===== config.mk =====
export PLATFORM = sky130hd
export DESIGN_NAME = demux_frame_sequencer_flat
export DESIGN_NICKNAME = d
export VERILOG_FILES = /design/src/rtl/demux_frame_sequencer_pkg.sv /design/src/rtl/demux_frame_sequencer_if.sv /design/src/rtl/demux_frame_sequencer_hold_buffer.sv /design/src/rtl/demux_frame_sequencer.sv /design/src/flat_wrapper.sv
export SDC_FILE = /design/constraint.sdc
export NUM_CORES = 1
export LEC_CHECK = 0
export CORE_ASPECT_RATIO = 0.9
export CORE_MARGIN = 2
export CORE_UTILIZATION = 35
export DETAILED_ROUTE_END_ITERATION = 10
export HOLD_SLACK_MARGIN = 0.15
export PLACE_DENSITY_LB_ADDON = 0.12
export SYNTH_ARGS = -nofsm -noshare
export SYNTH_HDL_FRONTEND = slang
export SYNTH_SLANG_ARGS = --single-unit

===== constraint.sdc =====
create_clock -name clock -period 5.5 [get_ports clock]
set_input_delay 1.65 -clock clock [delete_from_list [all_inputs] [get_ports clock]]
set_output_delay 1.65 -clock clock [all_outputs]
set_load 0.05 [all_outputs]

===== src/rtl/demux_frame_sequencer_pkg.sv =====
// ---------------------------------------------------------------------------
// demux_seq_pkg
// Shared definitions for the demux frame sequencer: sequencer FSM state
// encoding, channel count and the counter/select widths, plus a helper that
// turns a cycle count into the terminal value of a zero-based counter.
// Ports: none (package).
// ---------------------------------------------------------------------------
package demux_seq_pkg;

    localparam int CH_COUNT = 8;   // demux outputs, one frame bit each
    localparam int SEL_W    = 3;   // width of the channel select
    localparam int CNT_W    = 4;   // width of the dwell and gap counters

    // ST_IDLE: nothing to drive; ST_DRIVE: replaying a frame; ST_GAP: idle spacing
    typedef enum logic [1:0] {
        ST_IDLE  = 2'd0,
        ST_DRIVE = 2'd1,
        ST_GAP   = 2'd2
    } seq_state_t;

    // Terminal value of a counter that runs 0..n-1. For n=0 the counter is
    // never used, so zero is returned to keep the constant in range.
    function automatic logic [CNT_W-1:0] last_count(input int n);
        return (n > 0) ? CNT_W'(n - 1) : '0;
    endfunction

endpackage


===== src/rtl/demux_frame_sequencer_if.sv =====
// ---------------------------------------------------------------------------
// demux_frame_sequencer_if
// Bundles the frame handshake and the demux drive signals.
//   frameIn    : frame payload, bit i goes to demux channel i
//   frameValid : upstream offers frameIn
//   frameReady : sequencer can take a frame
//   dataIn     : bit presented to the demux data input
//   selectLine : channel select presented to the demux
//   active     : a channel is being driven this cycle
//   frameDone  : one-cycle pulse after the last channel of a frame
//   fsm_state  : sequencer FSM state, for observation only
// Handshake: a frame transfers on every rising edge where frameValid and
// frameReady are both high. While frameValid is high and not yet accepted the
// upstream keeps frameIn stable; it may drop frameValid before acceptance, in
// which case nothing is transferred. frameReady does not depend on frameValid.
// Modports: master = upstream/driver side, slave = sequencer side.
// ---------------------------------------------------------------------------
interface demux_frame_sequencer_if;
    import demux_seq_pkg::*;

    logic [CH_COUNT-1:0] frameIn;
    logic                frameValid;
    logic                frameReady;
    logic                dataIn;
    logic [SEL_W-1:0]    selectLine;
    logic                active;
    logic                frameDone;
    seq_state_t          fsm_state;

    modport master (
        output frameIn, frameValid,
        input  frameReady, dataIn, selectLine, active, frameDone, fsm_state
    );

    modport slave (
        input  frameIn, frameValid,
        output frameReady, dataIn, selectLine, active, frameDone, fsm_state
    );

endinterface


===== src/rtl/demux_frame_sequencer_hold_buffer.sv =====
// ---------------------------------------------------------------------------
// frame_hold_buffer
// One-entry frame buffer with a full flag. It fills on a valid/ready
// handshake and empties when the sequencer loads it into its work register.
//   clock       : rising-edge clock
//   resetN      : asynchronous active-low reset, empties the buffer
//   frame_in    : frame payload offered by upstream
//   frame_valid : upstream offers frame_in
//   frame_ready : buffer empty (= !hold_full)
//   load        : sequencer takes the buffered frame this cycle
//   hold_data   : buffered frame
//   hold_full   : buffer holds a frame
// ---------------------------------------------------------------------------
module frame_hold_buffer
    import demux_seq_pkg::*;
(
    input  logic                clock,
    input  logic                resetN,
    input  logic [CH_COUNT-1:0] frame_in,
    input  logic                frame_valid,
    output logic                frame_ready,
    input  logic                load,
    output logic [CH_COUNT-1:0] hold_data,
    output logic                hold_full
);

    // Ready only when empty, so a fill and a drain never meet in one cycle.
    assign frame_ready = !hold_full;

    always_ff @(posedge clock or negedge resetN) begin
        if (!resetN) begin
            hold_data <= '0;
            hold_full <= 1'b0;
        end else if (frame_valid && frame_ready) begin
            hold_data <= frame_in;
            hold_full <= 1'b1;
        end else if (load) begin
            hold_full <= 1'b0;
        end
    end

endmodule


===== src/rtl/demux_frame_sequencer.sv =====
// ---------------------------------------------------------------------------
// demux_frame_sequencer
// Upstream driver for a 1-to-8 demultiplexer. Buffers one 8-bit frame and
// replays it bit by bit, channel 0 to 7, holding each channel DWELL cycles,
// then optionally idles GAP cycles before the next frame. A buffered frame
// starts in the cycle right after the previous frame when GAP is 0.
// Parameters:
//   DWELL : cycles each channel is driven, 1..16
//   GAP   : idle cycles after each frame, 0..15
// Ports:
//   clock  : rising-edge clock
//   resetN : asynchronous active-low reset; aborts any frame in progress
//   bus    : slave side of demux_frame_sequencer_if (handshake + demux drive)
// ---------------------------------------------------------------------------
module demux_frame_sequencer
    import demux_seq_pkg::*;
#(
    parameter int DWELL = 1,
    parameter int GAP   = 0
) (
    input logic                      clock,
    input logic                      resetN,
    demux_frame_sequencer_if.slave   bus
);

    localparam logic [CNT_W-1:0] DWELL_LAST = last_count(DWELL);
    localparam logic [CNT_W-1:0] GAP_LAST   = last_count(GAP);
    localparam logic [SEL_W-1:0] LAST_CH    = SEL_W'(CH_COUNT - 1);

    seq_state_t          state_q, state_n;
    logic [CH_COUNT-1:0] work_q, work_n;
    logic [SEL_W-1:0]    ch_q, ch_n;
    logic [CNT_W-1:0]    dwell_q, dwell_n;
    logic [CNT_W-1:0]    gap_q, gap_n;

    logic                load;
    logic                frame_end;
    logic                pick_next;
    logic [CH_COUNT-1:0] hold_data;
    logic                hold_full;

    logic                data_q, active_q, done_q;
    logic [SEL_W-1:0]    sel_q;
    logic                drive_n;

    frame_hold_buffer u_hold (
        .clock       (clock),
        .resetN      (resetN),
        .frame_in    (bus.frameIn),
        .frame_valid (bus.frameValid),
        .frame_ready (bus.frameReady),
        .load        (load),
        .hold_data   (hold_data),
        .hold_full   (hold_full)
    );

    always_ff @(posedge clock or negedge resetN) begin
        if (!resetN) begin
            state_q <= ST_IDLE;
            work_q  <= '0;
            ch_q    <= '0;
            dwell_q <= '0;
            gap_q   <= '0;
        end else begin
            state_q <= state_n;
            work_q  <= work_n;
            ch_q    <= ch_n;
            dwell_q <= dwell_n;
            gap_q   <= gap_n;
        end
    end

    // pick_next marks every point where the sequencer decides between
    // starting a buffered frame and going idle: in IDLE, at a frame end with
    // no gap, and at the end of the gap.
    always_comb begin
        state_n   = state_q;
        work_n    = work_q;
        ch_n      = ch_q;
        dwell_n   = dwell_q;
        gap_n     = gap_q;
        load      = 1'b0;
        frame_end = 1'b0;
        pick_next = 1'b0;

        case (state_q)
            ST_IDLE: begin
                pick_next = 1'b1;
            end
            ST_DRIVE: begin
                if (dwell_q == DWELL_LAST) begin
                    dwell_n = '0;
                    if (ch_q == LAST_CH) begin
                        frame_end = 1'b1;
                        if (GAP > 0) begin
                            state_n = ST_GAP;
                            gap_n   = '0;
                        end else begin
                            pick_next = 1'b1;
                        end
                    end else begin
                        ch_n = ch_q + 1'b1;
                    end
                end else begin
                    dwell_n = dwell_q + 1'b1;
                end
            end
            ST_GAP: begin
                if (gap_q == GAP_LAST) begin
                    pick_next = 1'b1;
                end else begin
                    gap_n = gap_q + 1'b1;
                end
            end
            default: begin
                state_n = ST_IDLE;
            end
        endcase

        if (pick_next) begin
            if (hold_full) begin
                load    = 1'b1;
                work_n  = hold_data;
                ch_n    = '0;
                dwell_n = '0;
                state_n = ST_DRIVE;
            end else begin
                state_n = ST_IDLE;
            end
        end
    end

    // Outputs are registered from the next-state values so they line up
    // with the state they describe rather than trailing it by a cycle.
    assign drive_n = (state_n == ST_DRIVE);

    always_ff @(posedge clock or negedge resetN) begin
        if (!resetN) begin
            data_q   <= 1'b0;
            sel_q    <= '0;
            active_q <= 1'b0;
            done_q   <= 1'b0;
        end else begin
            data_q   <= drive_n & work_n[ch_n];
            sel_q    <= drive_n ? ch_n : '0;
            active_q <= drive_n;
            done_q   <= frame_end;
        end
    end

    assign bus.dataIn     = data_q;
    assign bus.selectLine = sel_q;
    assign bus.active     = active_q;
    assign bus.frameDone  = done_q;
    assign bus.fsm_state  = state_q;

endmodule

===== src/flat_wrapper.sv =====
// flat-port wrapper written by rule: the top's interface ports become plain ports
module demux_frame_sequencer_flat import demux_seq_pkg::*;
#(
    parameter int DWELL = 1,
    parameter int GAP   = 0
)
  (clock, resetN, bus_frameIn, bus_frameValid, bus_frameReady, bus_dataIn, bus_selectLine, bus_active, bus_frameDone, bus_fsm_state);
  demux_frame_sequencer_if bus_i ();
  input logic clock;
  input logic resetN;
  input wire logic [$bits(bus_i.frameIn)-1:0] bus_frameIn;
  input wire logic [$bits(bus_i.frameValid)-1:0] bus_frameValid;
  output wire logic [$bits(bus_i.frameReady)-1:0] bus_frameReady;
  output wire logic [$bits(bus_i.dataIn)-1:0] bus_dataIn;
  output wire logic [$bits(bus_i.selectLine)-1:0] bus_selectLine;
  output wire logic [$bits(bus_i.active)-1:0] bus_active;
  output wire logic [$bits(bus_i.frameDone)-1:0] bus_frameDone;
  output wire logic [$bits(bus_i.fsm_state)-1:0] bus_fsm_state;
  assign bus_i.frameIn = bus_frameIn;
  assign bus_i.frameValid = bus_frameValid;
  assign bus_frameReady = bus_i.frameReady;
  assign bus_dataIn = bus_i.dataIn;
  assign bus_selectLine = bus_i.selectLine;
  assign bus_active = bus_i.active;
  assign bus_frameDone = bus_i.frameDone;
  assign bus_fsm_state = bus_i.fsm_state;
  demux_frame_sequencer #(.DWELL(DWELL), .GAP(GAP)) u_core (.clock(clock), .resetN(resetN), .bus(bus_i));
endmodule

==> flow_metrics.env <==
export IMPL_ys_flop_type="dfrtp_1"
export IMPL_critPathKind="reg2out"
export IMPL_grt_pass1_wl_um=6072
export IMPL_synth_edf_count=0
export IMPL_rows=24
export IMPL_wl_per_cell_um=12.94
export IMPL_max_slew_margin_rel_pct=55.04
export IMPL_cp_max_fo=9
export IMPL_final_area_sq_um=2069
export IMPL_cts_htree_levels=2
export IMPL_cp_start_kind="flip-flop"
export IMPL_postCtsHoldBufs=0
export IMPL_cts_sinks=36
export IMPL_crit_arrival_ps=1710
export IMPL_yosysTopAreaCellShare_pct=51.58
export IMPL_timing_final_crit_period_ps=3357
export IMPL_avgViaCountPerCell=4.854
export IMPL_synth_cell_types=49
export IMPL_placed_area_sq_um=1973
export IMPL_synth_area_leaders="dfrtp_1 (52%), nand2_1 (7.3%), mux2_2 (5.2%), ha_1 (3.6%), nor2_1 (3.0%)"
export IMPL_hpwl_um=2354
export IMPL_wl_um=3288
export IMPL_hold_violations=0
export IMPL_rr_worst_depth=8
export IMPL_r2r_end="u_core.bus.dataIn$_DFF_PN0_"
export IMPL_postCtsSetupBuffers=0
export IMPL_ys_ff_latch=36
export IMPL_worst_slew_pin_slew_ps=673.0
export IMPL_syn_area_sq_um=1747
export IMPL_antenna_left=0
export IMPL_cpMaxStageDelayCell="clkdlybuf4s50_1"
export IMPL_gp_congestion=0.8176
export IMPL_cts_root_buf="clkbuf_8"
export IMPL_drtIter0Drc=45
export IMPL_setup_viol=0
export IMPL_dieArea_sq_um=5573
export IMPL_areaGrowthSynthToFinish_pct=18.48
export IMPL_first_pass_iters=4
export IMPL_power_density_nw_per_um2=542.7
export IMPL_path_cells="inv_1, clkdlybuf4s50_1"
export IMPL_drive_gt1_share_pct=14.81
export IMPL_numCtsBuffers=5
export IMPL_drv_slew=0
export IMPL_clockBufferDepth=2
export IMPL_gr_total_overflow=0
export IMPL_async_flop_share_pct=100.0
export IMPL_end_kind="primary output"
export IMPL_grt_total_usage_pct=13.94
export IMPL_synthCells=168
export IMPL_clock_skew_ps=6.337
export IMPL_ioPinCount=20
export IMPL_fin_crit_sh_pct=61.03
export IMPL_reg2reg_from="u_core.dwell_q[0]$_DFF_PN0_"
export IMPL_die_w_um=78.47
export IMPL_syn_num_nets=184
export IMPL_antenna_cells=0
export IMPL_setup_tns_ps=0
export IMPL_hold_path_class="reg2reg"
export IMPL_die_h_um=71.02
export IMPL_rrSetupSlack_ps=2790
export IMPL_drv_cap=0
export IMPL_endpoint="bus_frameReady"
export IMPL_grt_max_degree=37
export IMPL_multi_input_area_sq_um=752.0
export IMPL_final_seq_area_sq_um=900.9
export IMPL_clock_latency_ps=280
export IMPL_clk_pin_slew_worst_paths_ps=70
export IMPL_cts_tree="yes"
export IMPL_antenna_found_initial=0
export IMPL_rsz0062_at_grt="no"
export IMPL_startpoint="u_core.u_hold.hold_full$_DFFE_PN0P_"
export IMPL_route_detailed_drc=0
export IMPL_synth_avg_cell_area_sq_um=10.40
export IMPL_num_fill_cells=462
export IMPL_leakage_uw=0.0009423
export IMPL_ir_drop_mv=0.1800
export IMPL_slowest_delay_ps=800
export IMPL_fp_coreArea_sq_um=4835
export IMPL_nets=205
export IMPL_seq_area_frac_synth_pct=51.58
export IMPL_portBuffers=19
export IMPL_vias=1233
export IMPL_yosys_area_top_type="dfrtp_1"
export IMPL_fmax_mhz=297.9
export IMPL_run_status="finished, final reports clean"
export IMPL_initial_core_util_pct=36.13
export IMPL_postLayoutCoreUtil_pct=42.81
export IMPL_grt_pass1_vias=1329
export IMPL_critPathRequiredTime_ps=3850
export IMPL_cts_resized=0
export IMPL_ys_warnings_count=0
## worst min-delay path by stage
stage | from | to | cells past startpoint
floorplan | u_core.u_hold.hold_data[1]$_DFFE_PN0P_ | u_core.work_q[1]$_DFF_PN0_ | 2
CTS | u_core.u_hold.hold_data[1]$_DFFE_PN0P_ | u_core.work_q[1]$_DFF_PN0_ | 2
finish | u_core.work_q[4]$_DFF_PN0_ | u_core.work_q[4]$_DFF_PN0_ | 2
global route | u_core.work_q[4]$_DFF_PN0_ | u_core.work_q[4]$_DFF_PN0_ | 2
detailed placement | u_core.work_q[2]$_DFF_PN0_ | u_core.work_q[2]$_DFF_PN0_ | 2
global placement | u_core.u_hold.hold_data[4]$_DFFE_PN0P_ | u_core.work_q[4]$_DFF_PN0_ | 2
## synthesized netlist by cell type (2+ instances only)
master   count
a21oi_1      5
a31oi_1      3
buf_6        2
dfrtp_1     36
ha_1         5
inv_1       11
mux2_2       8
nand2_1     34
nand4_1      3
nor2_1      14
nor3_1       5
o21ai_1      2
xnor2_1      3
xor2_1       2
## sequential cells by signal (all words and copies together) (netlist names)
register and count:
u_core.work_q 8, u_core.dwell_q 4, u_core.bus.selectLine 3, u_core.bus.frameDone 1
u_core.u_hold.hold_full 1, u_core.bus.dataIn 1, u_core.u_hold.hold_data 8, u_core.bus.active 1
u_core.gap_q 4, u_core.bus.fsm_state 2, u_core.ch_q 3
## layer usage
layer  vias to the layer above  wire [um]  GRT usage [%]
met4                         0         61          6.238
met5                         -          0              0
met1                       580       1609          18.41
li1                        610          -              -
met2                        35       1443          20.69
met3                         8        174          4.974
## area by class of cell
cell class                      instances  area share, %
Clock buffer                            7          4.655
Inverter                               11          1.995
Multi-Input combinational cell        115          36.34
Sequential cell                        36          43.53
Tap cell                               65          3.930
Timing Repair Buffer                   20          9.553
## logic make-up after synthesis
kind of cell	Yosys count	synth area share [%]
simple gates	71	20.70
flops	36	51.58
mux	10	6.519
xor+xnor	5	2.508
fa+ha+maj	5	3.582
buf+inv	17	5.372
compound gates	24	9.743
## through the flow
stage | power (uW) | hold WS [ps] | std cells | worst slack (ps)
2_1_floorplan | 827.6 | 433.7 | 168 | 2984
3_3_place_gp | 921.2 | 454.5 | 247 | 2340
3_5_place_dp | 933.8 | 463.7 | 247 | 2247
4_1_cts | 1139 | 477.9 | 254 | 2122
5_1_grt | 1213 | 491.1 | 254 | 2068
6_report | 1123 | 476.4 | 254 | 2143
## power breakdown
group          internal, uW  switching [uW]  leakage (uW)
Combinational           208             291      0.000437
Clock                   111            87.7     0.0000503
Sequential              357            67.9      0.000455
Total                   677             446      0.000942
## critical path: cells and delay by family (launching register included)
| kind | cells | cell delay, ps |
|---|---|---|
| buffers and inverters | 2 | 930 |
| flip-flops | 1 | 490 |
## cell usage in the layout (no fill, tap or decap), types with 2 or more instances in the layout
| cell type | n |
|---|---|
| a21oi_1 | 5 |
| a31oi_1 | 3 |
| clkbuf_8 | 7 |
| clkdlybuf4s50_1 | 19 |
| dfrtp_1 | 36 |
| ha_1 | 5 |
| inv_1 | 11 |
| mux2_2 | 8 |
| nand2_1 | 34 |
| nand4_1 | 3 |
| nor2_1 | 14 |
| nor3_1 | 5 |
| o21ai_1 | 2 |
| xnor2_1 | 3 |
| xor2_1 | 2 |
No activity file was read; power rests on OpenSTA's default activity.
